===== src/rtl/ped_pkg.sv =====
// ped_pkg: shared types, vehicle-light codes and the legality check for the crossing controller.
package ped_pkg;
  typedef enum logic [2:0] {IDLE, WAITING, WALK, FLASH, CLEAR} state_t;
  localparam logic [2:0] L_RED    = 3'b100;
  localparam logic [2:0] L_REDAMB = 3'b110;
  localparam logic [2:0] L_GREEN  = 3'b001;
  localparam logic [2:0] L_AMBER  = 3'b010;
  function automatic logic legal_code(input logic [2:0] l);
    return l inside {L_RED, L_REDAMB, L_GREEN, L_AMBER};
  endfunction
endpackage


===== src/rtl/ped_crossing_phase_timer.sv =====
// phase_timer: loadable down-counter that times the walk and flash phases.
//   clk, rst (async active-low), load/load_val (load has priority), en (decrement), zero (count is 0).
module phase_timer
  import ped_pkg::*;
#(
  parameter int W = 8
) (
  input  logic         clk,
  input  logic         rst,
  input  logic         load,
  input  logic [W-1:0] load_val,
  input  logic         en,
  output logic         zero
);
  logic [W-1:0] cnt_q, cnt_d;
  // The count holds at zero so an idle timer never wraps.
  always_comb cnt_d = load ? load_val : (en && cnt_q != '0) ? cnt_q - 1'b1 : cnt_q;
  always_ff @(posedge clk or negedge rst)
    if (!rst) cnt_q <= '0;
    else cnt_q <= cnt_d;
  assign zero = cnt_q == '0;
endmodule


===== src/rtl/ped_crossing.sv =====
// ped_crossing: pedestrian crossing controller downstream of the vehicle light sequencer.
//   clk, rst (async active-low); red/amber/green vehicle lamps; button request level;
//   walk, dont_walk, wait_lamp lamps; err sticky illegal-code flag; served completed-walk count.
module ped_crossing
  import ped_pkg::*;
#(
  parameter int WALK_CYCLES  = 8,
  parameter int FLASH_CYCLES = 4,
  parameter int CNT_W        = 8
) (
  input  logic             clk,
  input  logic             rst,
  input  logic             red,
  input  logic             amber,
  input  logic             green,
  input  logic             button,
  output logic             walk,
  output logic             dont_walk,
  output logic             wait_lamp,
  output logic             err,
  output logic [CNT_W-1:0] served
);
  state_t           state_q, state_d;
  logic             latch_q, latch_d, walk_q, walk_d, dw_q, dw_d, err_q, err_d;
  logic [CNT_W-1:0] served_q, served_d;
  logic [2:0]       l;
  logic             legal, is_red, zero, load;
  logic [7:0]       load_val;
  assign l      = {red, amber, green};
  assign legal  = legal_code(l);
  assign is_red = l == L_RED;
  phase_timer #(.W(8)) u_timer (
    .clk      (clk),
    .rst      (rst),
    .load     (load),
    .load_val (load_val),
    .en       (state_q == WALK || state_q == FLASH),
    .zero     (zero)
  );
  always_comb begin
    state_d  = state_q;
    served_d = served_q;
    load     = 1'b0;
    load_val = 8'(WALK_CYCLES - 1);
    // An illegal light code overrides every other transition.
    if (!legal) state_d = CLEAR;
    else
      case (state_q)
        IDLE:    if (latch_q) state_d = WAITING;
        WAITING: if (is_red) begin
          state_d = WALK;
          load    = 1'b1;
        end
        WALK: if (!is_red) state_d = CLEAR;
        else if (zero) begin
          state_d  = FLASH;
          load     = 1'b1;
          load_val = 8'(FLASH_CYCLES - 1);
        end
        // Losing red ends the crossing early; only a complete flash counts as served.
        FLASH: if (!is_red) state_d = CLEAR;
        else if (zero) begin
          state_d  = CLEAR;
          served_d = served_q + 1'b1;
        end
        CLEAR:   if (!is_red) state_d = latch_q ? WAITING : IDLE;
        default: state_d = CLEAR;
      endcase
    // A press on the very edge that enters WALK is kept as a fresh request for the next red phase.
    latch_d = button | (latch_q & ~(state_d == WALK && state_q != WALK));
    err_d   = err_q | ~legal;
    walk_d  = state_d == WALK;
    dw_d    = state_d == WALK ? 1'b0 : (state_d == FLASH && state_q == FLASH) ? ~dw_q : 1'b1;
  end
  always_ff @(posedge clk or negedge rst)
    if (!rst) begin
      state_q  <= IDLE;
      latch_q  <= 1'b0;
      walk_q   <= 1'b0;
      dw_q     <= 1'b1;
      err_q    <= 1'b0;
      served_q <= '0;
    end else begin
      state_q  <= state_d;
      latch_q  <= latch_d;
      walk_q   <= walk_d;
      dw_q     <= dw_d;
      err_q    <= err_d;
      served_q <= served_d;
    end
  assign walk      = walk_q;
  assign dont_walk = dw_q;
  assign wait_lamp = latch_q;
  assign err       = err_q;
  assign served    = served_q;
endmodule


===== config.mk =====
export PLATFORM = sky130hd
export DESIGN_NAME = ped_crossing
export DESIGN_NICKNAME = d
export VERILOG_FILES = /design/src/rtl/ped_pkg.sv /design/src/rtl/ped_crossing_phase_timer.sv /design/src/rtl/ped_crossing.sv
export SDC_FILE = /design/constraint.sdc
export NUM_CORES = 1
export LEC_CHECK = 0
export BUFFER_PORTS_ARGS = -buffer_cell sky130_fd_sc_hd__clkbuf_2
export CORE_ASPECT_RATIO = 0.8
export CORE_MARGIN = 2
export CORE_UTILIZATION = 50
export CTS_CLUSTER_DIAMETER = 80
export DETAILED_ROUTE_END_ITERATION = 12
export PLACE_DENSITY = 0.79
export SYNTH_ARGS = -nofsm -noshare
export SYNTH_HDL_FRONTEND = slang
export SYNTH_HIERARCHICAL = 1
export SYNTH_SLANG_ARGS = --single-unit
export TNS_END_PERCENT = 1

===== constraint.sdc =====
create_clock -name clk -period 2.5 [get_ports clk]
set_clock_uncertainty 0.05 [all_clocks]
set_input_delay 0.5 -clock clk [delete_from_list [all_inputs] [get_ports clk]]
set_output_delay 0.5 -clock clk [all_outputs]
set_load 0.02 [all_outputs]

==> metrics.txt <==
status=complete, no violations; wirelength, routed=2820 um; Antenna Cells=0; CP startpoint=u_timer/cnt_q[0]; gr usage total=21.5%; die area=slightly above 3000 um^2; max-slew violation count=0; via count of the first global-routing pass=1,092; Util after Layout=a little over three fifths; Crit path arrival time=2.46 ns; max_cap viols=0; sequential fraction of the synthesis area=43.5%; number of H-tree levels=1; top cell type's share of synthesized area=between 40% and 50%; Starting Density=53.4%; Root Buffer Master=clkbuf_4; Warnings, synthesis=6; Mean Syn Cell Area=a little under 10 um^2; number of buffers inserted by hold repair at cts=0; port buffer count=17; TritonCTS Buffers=3; largest net degree at the start of global routing=24; Fill cells=between 200 and 250; CTS tree=built; Lkg Pwr=~0.00066 uW; Max Fclk=approximately 440 MHz; Placement Rows=16; crit path capture type=register; Core ar.=2480 um^2; Async SR Flop Fraction=100%; Max stage delay on crit path=0.42 ns; RSZ-0062 raised after global routing=no; final setup fails=0; Seq cells post-synth=23; Hold Crit Class=in -> async; crit path kind=reg -> reg; largest cells by area after synthesis=dfrtp_1 (42%), xnor2_1 (4.6%), ha_1 (2.8%); Post-DP HPWL=2100 um; Top Ports=18; Routability Congestion=0.782; initial antenna violation count=0; Required @ worst endpoint=2.67 ns; Critical Path Slowest Stage Cell=dfrtp_1; drt initial violations=58; total congestion overflow=0; fin crit share=~92%; Post-Syn Area=1330 um^2; DIE HEIGHT=50.0 um; routed vias/inst=5.52; cells along the critical path=inv_1 > ha_2 > or3b_4 > nor2_2 > nand3b_1 > a21oi_2 > buf_6 > nor3_1 > a221o_1; clock latency on the worst-skew pair=0.32 ns; Synth Instances=134; Max IR drop VDD=0.325 mV; Rel. slew slack=51.4%; FF-to-FF Start=u_timer/cnt_q[0]; Period minus WS final=2.29 ns; share of cells above drive strength 1=between 20 and 30%; CTS Buffer Depth=2; routed vias=1,104; Critical Path Start Type=register; DRC viols=0; final hold slack=0.0975 ns; Reg clk slew, reported paths=0.13 ns; Die X=61.6 um; final hold violation count=0; Clock Sinks=23; CP max FO=11; final net count=174; Pwr Density=583 nW/um^2; Setup TNS Final=0 ns; Top FF cell, synth=dfrtp_1; synth unique cells=48; cell taking the most area after synthesis=dfrtp_1; Routed Antenna Nets=0; Post-synth EDFFs=0; Area growth, synth to finish=17.4%; global-route wire length before repair=4950 um; Slew @ Worst Pin=0.722 ns; WL/cell=between 10 and 15 um; Initial DRT Pass Iterations=5
[worst max-delay path, delay by kind of cell, from the launching register on]
kind	cells	cell delay [ns]
and+or+nand+nor	4	0.68
buffers and inverters	2	0.28
DFF	1	0.42
adders and majority gates	1	0.21
AOI/OAI and AO/OA	2	0.54
[area by class of cell]
| cell class | instances | area (um^2) | area share [%] |
|---|---|---|---|
| tap | 36 | 45.0 | 2.90 |
| clock inverter | 1 | 5.00 | 0.322 |
| timing repair buffer | 26 | 156 | 10.1 |
| clock buffer | 3 | 22.5 | 1.45 |
| sequential | 23 | 577 | 37.1 |
| inverter | 5 | 20.0 | 1.29 |
| multi-input combinational | 106 | 729 | 46.9 |
[final timing paths]
path	slack [ns]	end	depth (start not counted)
setup / recovery	0.21	u_timer/cnt_q[5]	9
min in group clk	0.30	wait_lamp	2
max in group asynchronous	1.92	dont_walk	1
hold reg to reg	0.43	served[7]	1
setup reg to reg	0.21	u_timer/cnt_q[5]	9
hold / removal	0.1	u_timer/cnt_q[6]	1
[kinds of logic (layout without fill, tap and decap cells)]
group	count (synthesis)	in the layout	synth area share, %
AO/OA/AOI/OAI	30	30	16.4
XOR/XNOR	8	8	5.29
adder cells (fa/ha/maj)	3	3	2.83
buffers and inverters	10	35	4.06
flip-flops	23	23	43.5
multiplexers	1	1	0.850
other	2	7	0.567
AND/OR/NAND/NOR	57	57	26.4
[flip-flops by register name (all words and copies together) (netlist names)]
signal	count
u_timer/cnt_q	8
wait_lamp	1
walk	1
served	8
err	1
state_q	3
dont_walk	1
[per-layer routing]
| metal | up-vias | GRT usage [%] | wire length, um |
|---|---|---|---|
| li1 | 548 | - | - |
| met1 | 524 | 29.8 | 1260 |
| met2 | 29 | 32.8 | 1420 |
| met3 | 3 | 5.51 | 122 |
| met4 | 0 | 6.03 | 21 |
| met5 | - | 0 | 0 |
[cells in the mapped netlist (2+ instances only)]
library cell  instances
dfrtp_1              22
nand2_1               8
nand3_1               7
nor2_1                7
xnor2_1               7
a21oi_1               6
o21ai_0               5
inv_1                 4
nand4_1               4
nor3b_1               4
a31oi_1               3
ha_1                  3
nand2b_1              3
nor2b_1               3
nor3_1                3
o211ai_1              3
or4_1                 3
a211o_1               2
a221o_1               2
and3_1                2
buf_6                 2
clkbuf_1              2
conb_1                2
nand3b_1              2
or3b_2                2
[power breakdown]
group | leakage [uW] | switching, uW | total, uW | internal (uW)
Combinational | 0.000360 | 121 | 244 | 123
Sequential | 0.000282 | 61.1 | 485 | 424
Clock | 0.0000177 | 117 | 177 | 60.1
[what timing repair did]
item,4_1_cts,5_1_grt
setup buffers,0,3
resized for setup,1,4
pin swaps,0,2
setup endpoints to repair,1,10
[per-stage QoR]
step           worst slack [ns]  total power [uW]  instances  instance area [um^2]
3_5_place_dp            0.00121               711        193                  1490
3_3_place_gp              0.129               694        193                  1490
2_1_floorplan           0.00854               646        139                  1350
5_1_grt                  0.0846               969        200                  1560
4_1_cts                  0.0222               889        197                  1520
6_report                  0.212               906        200                  1560
[layout by cell type, fill, tap and decap left out, drive strengths merged, types with 2 or more instances in the layout]
cell type,synthesis,layout
o211ai,3,3
dfrtp,22,22
o21ai,5,5
nand2b,3,3
clkbuf,2,20
or4,3,3
nand4,4,4
buf,3,9
a211o,3,3
xnor2,7,7
nand3,7,7
nor3b,4,4
a21oi,6,6
conb,2,7
nand3b,2,2
or3b,3,3
a221o,2,2
a31oi,3,3
inv,4,4
ha,3,3
nor3,4,4
nor2,8,8
or2,2,2
nor2b,3,3
and3,2,2
clkinv,1,2
nand2,8,8
(Power assumes the default switching activity.)
